<file path="config.mk">
export PLATFORM = sky130hd
export DESIGN_NAME = deserializer_fsm
export DESIGN_NICKNAME = d
export VERILOG_FILES = /design/src/rtl/deserializer_fsm.sv
export SDC_FILE = /design/constraint.sdc
export NUM_CORES = 1
export LEC_CHECK = 0
export BUFFER_PORTS_ARGS = -buffer_cell sky130_fd_sc_hd__buf_4
export CORE_MARGIN = 2
export CORE_UTILIZATION = 35
export DETAILED_ROUTE_END_ITERATION = 7
export PLACE_DENSITY = 0.49
export SYNTH_ARGS = -nofsm -noshare
export SYNTH_HDL_FRONTEND = slang
export SYNTH_SLANG_ARGS = --single-unit
</file>
<file path="constraint.sdc">
create_clock -name i_clk -period 2.12 [get_ports i_clk]
set_clock_uncertainty 0.05 [all_clocks]
set_input_delay 0.424 -clock i_clk [delete_from_list [all_inputs] [get_ports i_clk]]
set_output_delay 0.424 -clock i_clk [all_outputs]
set_load 0.005 [all_outputs]
</file>
<file path="src/rtl/deserializer_fsm.sv">
// deserializer_fsm
//   Serial-to-parallel converter. Single bits arrive LSB first under a
//   valid/ready handshake and are assembled into LENGTH-bit words, which are
//   presented on a parallel output with their own valid/ready handshake.
//   A completed word can wait in the shift register while the previous word
//   is still unconsumed, so the consumer sees back-to-back words. With
//   TIMEOUT > 0 a partial word that stalls for TIMEOUT enabled cycles is
//   discarded and o_err pulses.
//
// Ports
//   i_clk        clock
//   i_rst        synchronous active-high reset (overrides i_en)
//   i_en         clock enable; all registers hold while low
//   i_din        serial data bit, LSB of word first
//   i_din_valid  i_din is valid
//   o_ready      a bit can be accepted this cycle (combinational)
//   ov_dout      assembled word
//   o_dout_valid ov_dout holds an unconsumed word
//   i_ready      consumer takes ov_dout this cycle when o_dout_valid=1
//   o_err        one-cycle pulse: partial word discarded on timeout
module deserializer_fsm #(
  parameter int unsigned LENGTH  = 24,
  parameter int unsigned TIMEOUT = 0
) (
  input  logic              i_clk,
  input  logic              i_rst,
  input  logic              i_en,
  input  logic              i_din,
  input  logic              i_din_valid,
  output logic              o_ready,
  output logic [LENGTH-1:0] ov_dout,
  output logic              o_dout_valid,
  input  logic              i_ready,
  output logic              o_err
);

  localparam int unsigned CW = $clog2(LENGTH) + 1;
  localparam int unsigned TW = (TIMEOUT > 0) ? $clog2(TIMEOUT + 1) : 1;
  localparam logic [CW-1:0] C_LAST = CW'(LENGTH - 1);
  localparam logic [TW-1:0] T_LAST = TW'((TIMEOUT > 0) ? TIMEOUT - 1 : 0);

  typedef enum logic [1:0] {
    S_IDLE  = 2'd0,
    S_RECV  = 2'd1,
    S_STALL = 2'd2
  } state_t;

  state_t            state, state_n;
  logic [CW-1:0]     cnt, cnt_n;
  logic [TW-1:0]     tcnt, tcnt_n;
  logic [LENGTH-1:0] sr, sr_n;
  logic [LENGTH-1:0] dout, dout_n;
  logic              dv, dv_n;
  logic              err, err_n;
  logic [LENGTH-1:0] word;
  logic              acc;
  logic              drain;

  assign o_ready      = i_en && (state != S_STALL);
  assign acc          = i_en && i_din_valid && o_ready;
  assign drain        = i_en && dv && i_ready;
  assign ov_dout      = dout;
  assign o_dout_valid = dv;
  assign o_err        = err;

  always_ff @(posedge i_clk) begin
    if (i_rst) begin
      state <= S_IDLE;
      cnt   <= '0;
      tcnt  <= '0;
      sr    <= '0;
      dout  <= '0;
      dv    <= 1'b0;
      err   <= 1'b0;
    end else begin
      state <= state_n;
      cnt   <= cnt_n;
      tcnt  <= tcnt_n;
      sr    <= sr_n;
      dout  <= dout_n;
      dv    <= dv_n;
      err   <= err_n;
    end
  end

  always_comb begin
    state_n = state;
    cnt_n   = cnt;
    tcnt_n  = tcnt;
    sr_n    = sr;
    dout_n  = dout;
    dv_n    = dv;
    err_n   = err;
    word    = {i_din, sr[LENGTH-1:1]};

    if (i_en) begin
      err_n = 1'b0;
      // A drain clears valid unless a load below re-asserts it on the same edge.
      if (drain) dv_n = 1'b0;

      case (state)
        S_IDLE: begin
          cnt_n  = '0;
          tcnt_n = '0;
          if (acc) begin
            sr_n    = word;
            cnt_n   = CW'(1);
            state_n = S_RECV;
          end
        end

        S_RECV: begin
          if (acc) begin
            tcnt_n = '0;
            sr_n   = word;
            if (cnt == C_LAST) begin
              cnt_n = '0;
              if (!dv || drain) begin
                dout_n  = word;
                dv_n    = 1'b1;
                state_n = S_IDLE;
              end else begin
                // Output still occupied: park the finished word in sr.
                state_n = S_STALL;
              end
            end else begin
              cnt_n = cnt + CW'(1);
            end
          end else if ((TIMEOUT > 0) && !i_din_valid) begin
            if (tcnt == T_LAST) begin
              cnt_n   = '0;
              tcnt_n  = '0;
              sr_n    = '0;
              err_n   = 1'b1;
              state_n = S_IDLE;
            end else begin
              tcnt_n = tcnt + TW'(1);
            end
          end
        end

        S_STALL: begin
          if (drain) begin
            // Hand the parked word straight to the output; valid stays high.
            dout_n  = sr;
            dv_n    = 1'b1;
            sr_n    = '0;
            cnt_n   = '0;
            state_n = S_IDLE;
          end
        end

        default: begin
          cnt_n   = '0;
          tcnt_n  = '0;
          state_n = S_IDLE;
        end
      endcase
    end
  end

endmodule

</file>
==> flow_summary.html <==
<table>
<tr><th>Metric</th><th>Value</th></tr>
<tr><th colspan="2">Run status</th></tr>
<tr><td>Run status</td><td>completed</td></tr>
<tr><th colspan="2">Logic synthesis</th></tr>
<tr><td>Yosys synthesis warning count</td><td>0</td></tr>
<tr><td>Post-synth net total</td><td>roughly 340</td></tr>
<tr><td>Count leader, synth</td><td>sky130_fd_sc_hd__a21oi_1</td></tr>
<tr><td>Number of enable-type register cells in the synthesized netlist</td><td>0</td></tr>
<tr><td>Post-synth top area share</td><td>between 30% and 40%</td></tr>
<tr><td>Fraction of registers with async set/reset</td><td>0%</td></tr>
<tr><td>Most used flip-flop cell after synthesis</td><td>sky130_fd_sc_hd__dfxtp_1</td></tr>
<tr><td>Top cell types by occurrence after synthesis</td><td>sky130_fd_sc_hd__a21oi_1, sky130_fd_sc_hd__dfxtp_1, sky130_fd_sc_hd__nor2b_1</td></tr>
<tr><td>Distinct cells, synth</td><td>42</td></tr>
<tr><td>Leading area contributor after synthesis</td><td>sky130_fd_sc_hd__dfxtp_1</td></tr>
<tr><td>Flops &amp; latches, synth</td><td>57</td></tr>
<tr><td>Post-synthesis instance total</td><td>between 300 and 400</td></tr>
<tr><td>Part of the Yosys area used for sequential elements</td><td>between 30% and 40%</td></tr>
<tr><td>Per-instance average area after synthesis</td><td>approximately 8.8 µm²</td></tr>
<tr><td>Top post-synthesis cells by area</td><td>sky130_fd_sc_hd__dfxtp_1, sky130_fd_sc_hd__a21oi_1, sky130_fd_sc_hd__a211oi_2, sky130_fd_sc_hd__nor2b_1, sky130_fd_sc_hd__nand3_1</td></tr>
<tr><td>Post-synthesis cell area</td><td>roughly 2900 µm²</td></tr>
<tr><th colspan="2">Critical path</th></tr>
<tr><td>Sort of element at the start of the critical path</td><td>flip-flop</td></tr>
<tr><td>Crit end category</td><td>flip-flop</td></tr>
<tr><td>Crit path required time</td><td>approximately 2.3 ns</td></tr>
<tr><td>Slowest library cell on the worst path</td><td>sky130_fd_sc_hd__mux2_2</td></tr>
<tr><td>Crit path max fanout</td><td>9</td></tr>
<tr><td>Worst reg2reg setup slack</td><td>~0.2 ns</td></tr>
<tr><td>Reg-to-Reg Start</td><td>state[0]</td></tr>
<tr><td>Family with the most delay on the worst path</td><td>compound AO/OA/AOI/OAI gates</td></tr>
<tr><td>Data arrival, critical path</td><td>about 2.1 ns</td></tr>
<tr><td>Most numerous cell on the critical path</td><td>sky130_fd_sc_hd__buf_4</td></tr>
<tr><td>R2R cell count</td><td>6</td></tr>
<tr><td>Combined buffer and inverter count along the critical path</td><td>2</td></tr>
<tr><td>Critical register-to-register path endpoint</td><td>state[1]</td></tr>
<tr><td>Category of the most critical setup path</td><td>flip-flop to flip-flop</td></tr>
<tr><td>Critical Path, Cell by Cell</td><td>buf_4 &gt; ha_1 &gt; buf_4 &gt; o32ai_4 &gt; o21a_1 &gt; mux2_2</td></tr>
<tr><td>Crit-path max cell delay</td><td>0.35 ns</td></tr>
<tr><th colspan="2">Job</th></tr>
<tr><td>Count of maximum capacitance violations</td><td>0</td></tr>
<tr><th colspan="2">Global routing</th></tr>
<tr><td>Via count of the first global-routing pass</td><td>2355</td></tr>
<tr><td>Antenna violations before repair</td><td>0</td></tr>
<tr><td>Overall global routing resource usage</td><td>between 10% and 20%</td></tr>
<tr><td>Congestion Overflow GR</td><td>0</td></tr>
<tr><td>Largest net degree at the start of global routing</td><td>49</td></tr>
<tr><td>Wire length of the first global-routing pass</td><td>roughly 12000 µm</td></tr>
<tr><th colspan="2">Timing</th></tr>
<tr><td>Post-layout min period</td><td>between 1.5 and 2 ns</td></tr>
<tr><td>Unrepaired setup endpoints after global routing</td><td>no</td></tr>
<tr><td>Final-report hold violation count</td><td>0</td></tr>
<tr><td>Highest attainable clock frequency</td><td>around 520 MHz</td></tr>
<tr><td>Final number of max-transition violations</td><td>0</td></tr>
<tr><td>Final-report setup violation count</td><td>0</td></tr>
<tr><td>Slew of the pin with the lowest slew margin</td><td>between 1 and 1.5 ns</td></tr>
<tr><td>Worst slew margin relative to its limit</td><td>~27%</td></tr>
<tr><td>Total negative setup slack</td><td>0 ns</td></tr>
<tr><td>Period utilization</td><td>90.60%</td></tr>
<tr><th colspan="2">Clock tree</th></tr>
<tr><td>Clk_lat worst skew</td><td>between 0.3 and 0.4 ns</td></tr>
<tr><td>H-tree lvl count</td><td>3</td></tr>
<tr><td>Clock tree buffer depth</td><td>2</td></tr>
<tr><td>Clock sink count</td><td>57</td></tr>
<tr><td>Clock tree from TritonCTS</td><td>built</td></tr>
<tr><td>Clock-pin slew on the worst setup and hold paths</td><td>approximately 0.060 ns</td></tr>
<tr><td>CTS Root Cell</td><td>sky130_fd_sc_hd__clkbuf_8</td></tr>
<tr><td>Count of hold buffers inserted by post-cts repair</td><td>0</td></tr>
<tr><td>Number of CTS-inserted buffers</td><td>9</td></tr>
<tr><th colspan="2">Placement</th></tr>
<tr><td>Cell area after placement</td><td>~3200 µm²</td></tr>
<tr><td>Port Buffers</td><td>31</td></tr>
<tr><td>Gp weighted congestion</td><td>just over 0.8</td></tr>
<tr><td>Final HPWL DP</td><td>roughly 4300 µm</td></tr>
<tr><th colspan="2">Floorplanning</th></tr>
<tr><td>Initial standard-cell utilization of the core</td><td>between 30% and 40%</td></tr>
<tr><td>Ports placed on the boundary</td><td>33</td></tr>
<tr><td>Chip Width</td><td>between 90 and 100 µm</td></tr>
<tr><td>Placeable core region</td><td>between 8000 and 9000 µm²</td></tr>
<tr><td>Number of core rows</td><td>33</td></tr>
<tr><td>Die area</td><td>about 9000 µm²</td></tr>
<tr><td>Die height</td><td>94.84 µm</td></tr>
<tr><th colspan="2">Drt</th></tr>
<tr><td>Length of routed wiring on met1</td><td>approximately 3600 µm</td></tr>
<tr><td>Length of routed met2 wiring</td><td>about 3000 µm</td></tr>
<tr><td>Count of vias placed by the detailed router</td><td>approximately 2500</td></tr>
<tr><td>Post-detailed-route wirelength per cell</td><td>15.00 µm</td></tr>
<tr><td>Number of DRC markers in iteration 0</td><td>approximately 160</td></tr>
<tr><td>Post-DRT Antenna Nets</td><td>0</td></tr>
<tr><td>Detailed Routing Iterations Pass 1</td><td>4</td></tr>
<tr><td>Final wirelength</td><td>approximately 7000 µm</td></tr>
<tr><td>Average vias per placed instance</td><td>~5.4</td></tr>
<tr><td>Highest Signal Layer</td><td>met4</td></tr>
<tr><td>Met3 routed wirelength</td><td>323 µm</td></tr>
<tr><td>DRC Markers</td><td>0</td></tr>
<tr><th colspan="2">Power</th></tr>
<tr><td>Worst ir drop on vdd</td><td>roughly 0.00033 V</td></tr>
<tr><td>Total power after layout</td><td>approximately 2.4 mW</td></tr>
<tr><td>Leakage power of the design</td><td>1.153 nW</td></tr>
<tr><td>Power per unit of standard cell area</td><td>about 700 nW/µm²</td></tr>
<tr><th colspan="2">Worst hold path</th></tr>
<tr><td>Classification of the worst-slack hold path</td><td>primary input to flip-flop</td></tr>
<tr><td>Endpoint with the worst hold slack</td><td>cnt[1]</td></tr>
<tr><td>WHS Path Cells</td><td>3</td></tr>
<tr><td>Critical hold path startpoint</td><td>i_en</td></tr>
<tr><th colspan="2">Layout</th></tr>
<tr><td>Fraction of final layout cells with drive strength greater than 1</td><td>about a quarter</td></tr>
<tr><td>Final design utilization</td><td>between 40% and 50%</td></tr>
<tr><td>Nets@finish</td><td>367</td></tr>
<tr><td>Filler cell count in the final layout</td><td>between 800 and 900</td></tr>
<tr><td>Area added between synthesis and finish</td><td>17.72%</td></tr>
<tr><td>Non-Filler Cell Area, Final</td><td>between 3000 and 4000 µm²</td></tr>
<tr><td>Count of inserted antenna diode cells</td><td>0</td></tr>
</table>
-- what timing repair did --
| action | CTS | global route |
|---|---|---|
| resized for setup | 0 | 3 |
| endpoints found under the hold margin | 0 | 0 |
| setup endpoints to repair | 0 | 32 |
| setup buffers | 0 | 0 |
-- cell families (layout without fill, tap and decap cells) --
family | Yosys count | in the layout | synth area share [%]
AND/OR/NAND/NOR | 82 | 82 | 16.72
adder cells (fa/ha/maj) | 5 | 5 | 2.166
other | 1 | 1 | 0.1299
multiplexers | 2 | 2 | 0.7366
AO/OA/AOI/OAI | 146 | 146 | 33.93
flip-flops | 57 | 57 | 39.51
buffers and inverters | 37 | 68 | 6.802
-- routing by layer --
metal	vias to the layer above	global-route usage, %
li1	1266	-
met2	56	23.58
met1	1170	24.08
met5	-	0
met4	0	7.971
met3	12	3.512
-- cells in the final DEF (no fill, tap or decap), drive strengths merged, types with 4 or more instances in the layout --
cell type	synthesis	final
nand2	8	8
ha	5	5
buf	12	46
a21oi	75	75
nand4	5	5
clkbuf	19	11
nor2b	29	29
a211oi	26	26
nand3	25	25
o21ai	28	28
dfxtp	57	57
a311oi	4	4
inv	6	6
-- where the power goes --
part           internal (mW)  leakage (nW)  switching [mW]  total (mW)
registers               1.10         0.461          0.0161        1.11
clock network          0.571        0.0953           0.457        1.03
logic                  0.111         0.597           0.164       0.276
-- sequential cells by signal, summed over array words and instances (netlist names) --
name          flops
ov_dout          24
o_dout_valid      1
cnt               6
sr               24
state             2
-- worst max-delay path by stage --
| stage | from | to | slack, ns | cells after the start |
|---|---|---|---|---|
| after floorplan | state[0] | ov_dout[13] | 0.24 | 8 |
| after global placement | state[0] | o_dout_valid | 0.12 | 6 |
| after detailed placement | state[0] | sr[8] | 0.10 | 6 |
| after CTS | state[0] | sr[0] | 0.05 | 6 |
| after global routing | state[0] | sr[20] | 0.02 | 5 |
| final | state[0] | state[1] | 0.20 | 6 |
-- tightest hold or removal path, cell delays in order --
cell and delay (ns):
sky130_fd_sc_hd__buf_4 0.16, sky130_fd_sc_hd__nand4_1 0.07, sky130_fd_sc_hd__a21oi_1 0.06
-- per-stage QoR --
| stage | instances | worst slack (ns) | hold slack [ns] |
|---|---|---|---|
| final | 466 | 0.1992 | 0.3774 |
| after global routing | 466 | 0.02108 | 0.3840 |
| after CTS | 466 | 0.04859 | 0.3617 |
| after detailed placement | 450 | 0.1041 | 0.4075 |
| after global placement | 450 | 0.1222 | 0.4011 |
| after floorplan | 330 | 0.2434 | 0.3941 |
-- cell type report --
type                            count  area, µm²  area share, %
Multi-Input combinational cell    236       1559          45.86
Sequential cell                    57       1141          33.57
Timing Repair Buffer               46      349.1          10.27
Clock buffer                       11      141.4          4.159
Tap cell                          105      131.4          3.865
Clock inverter                      5      55.05          1.619
Inverter                            6      22.52         0.6625
Power figures use the tool's default switching activity.
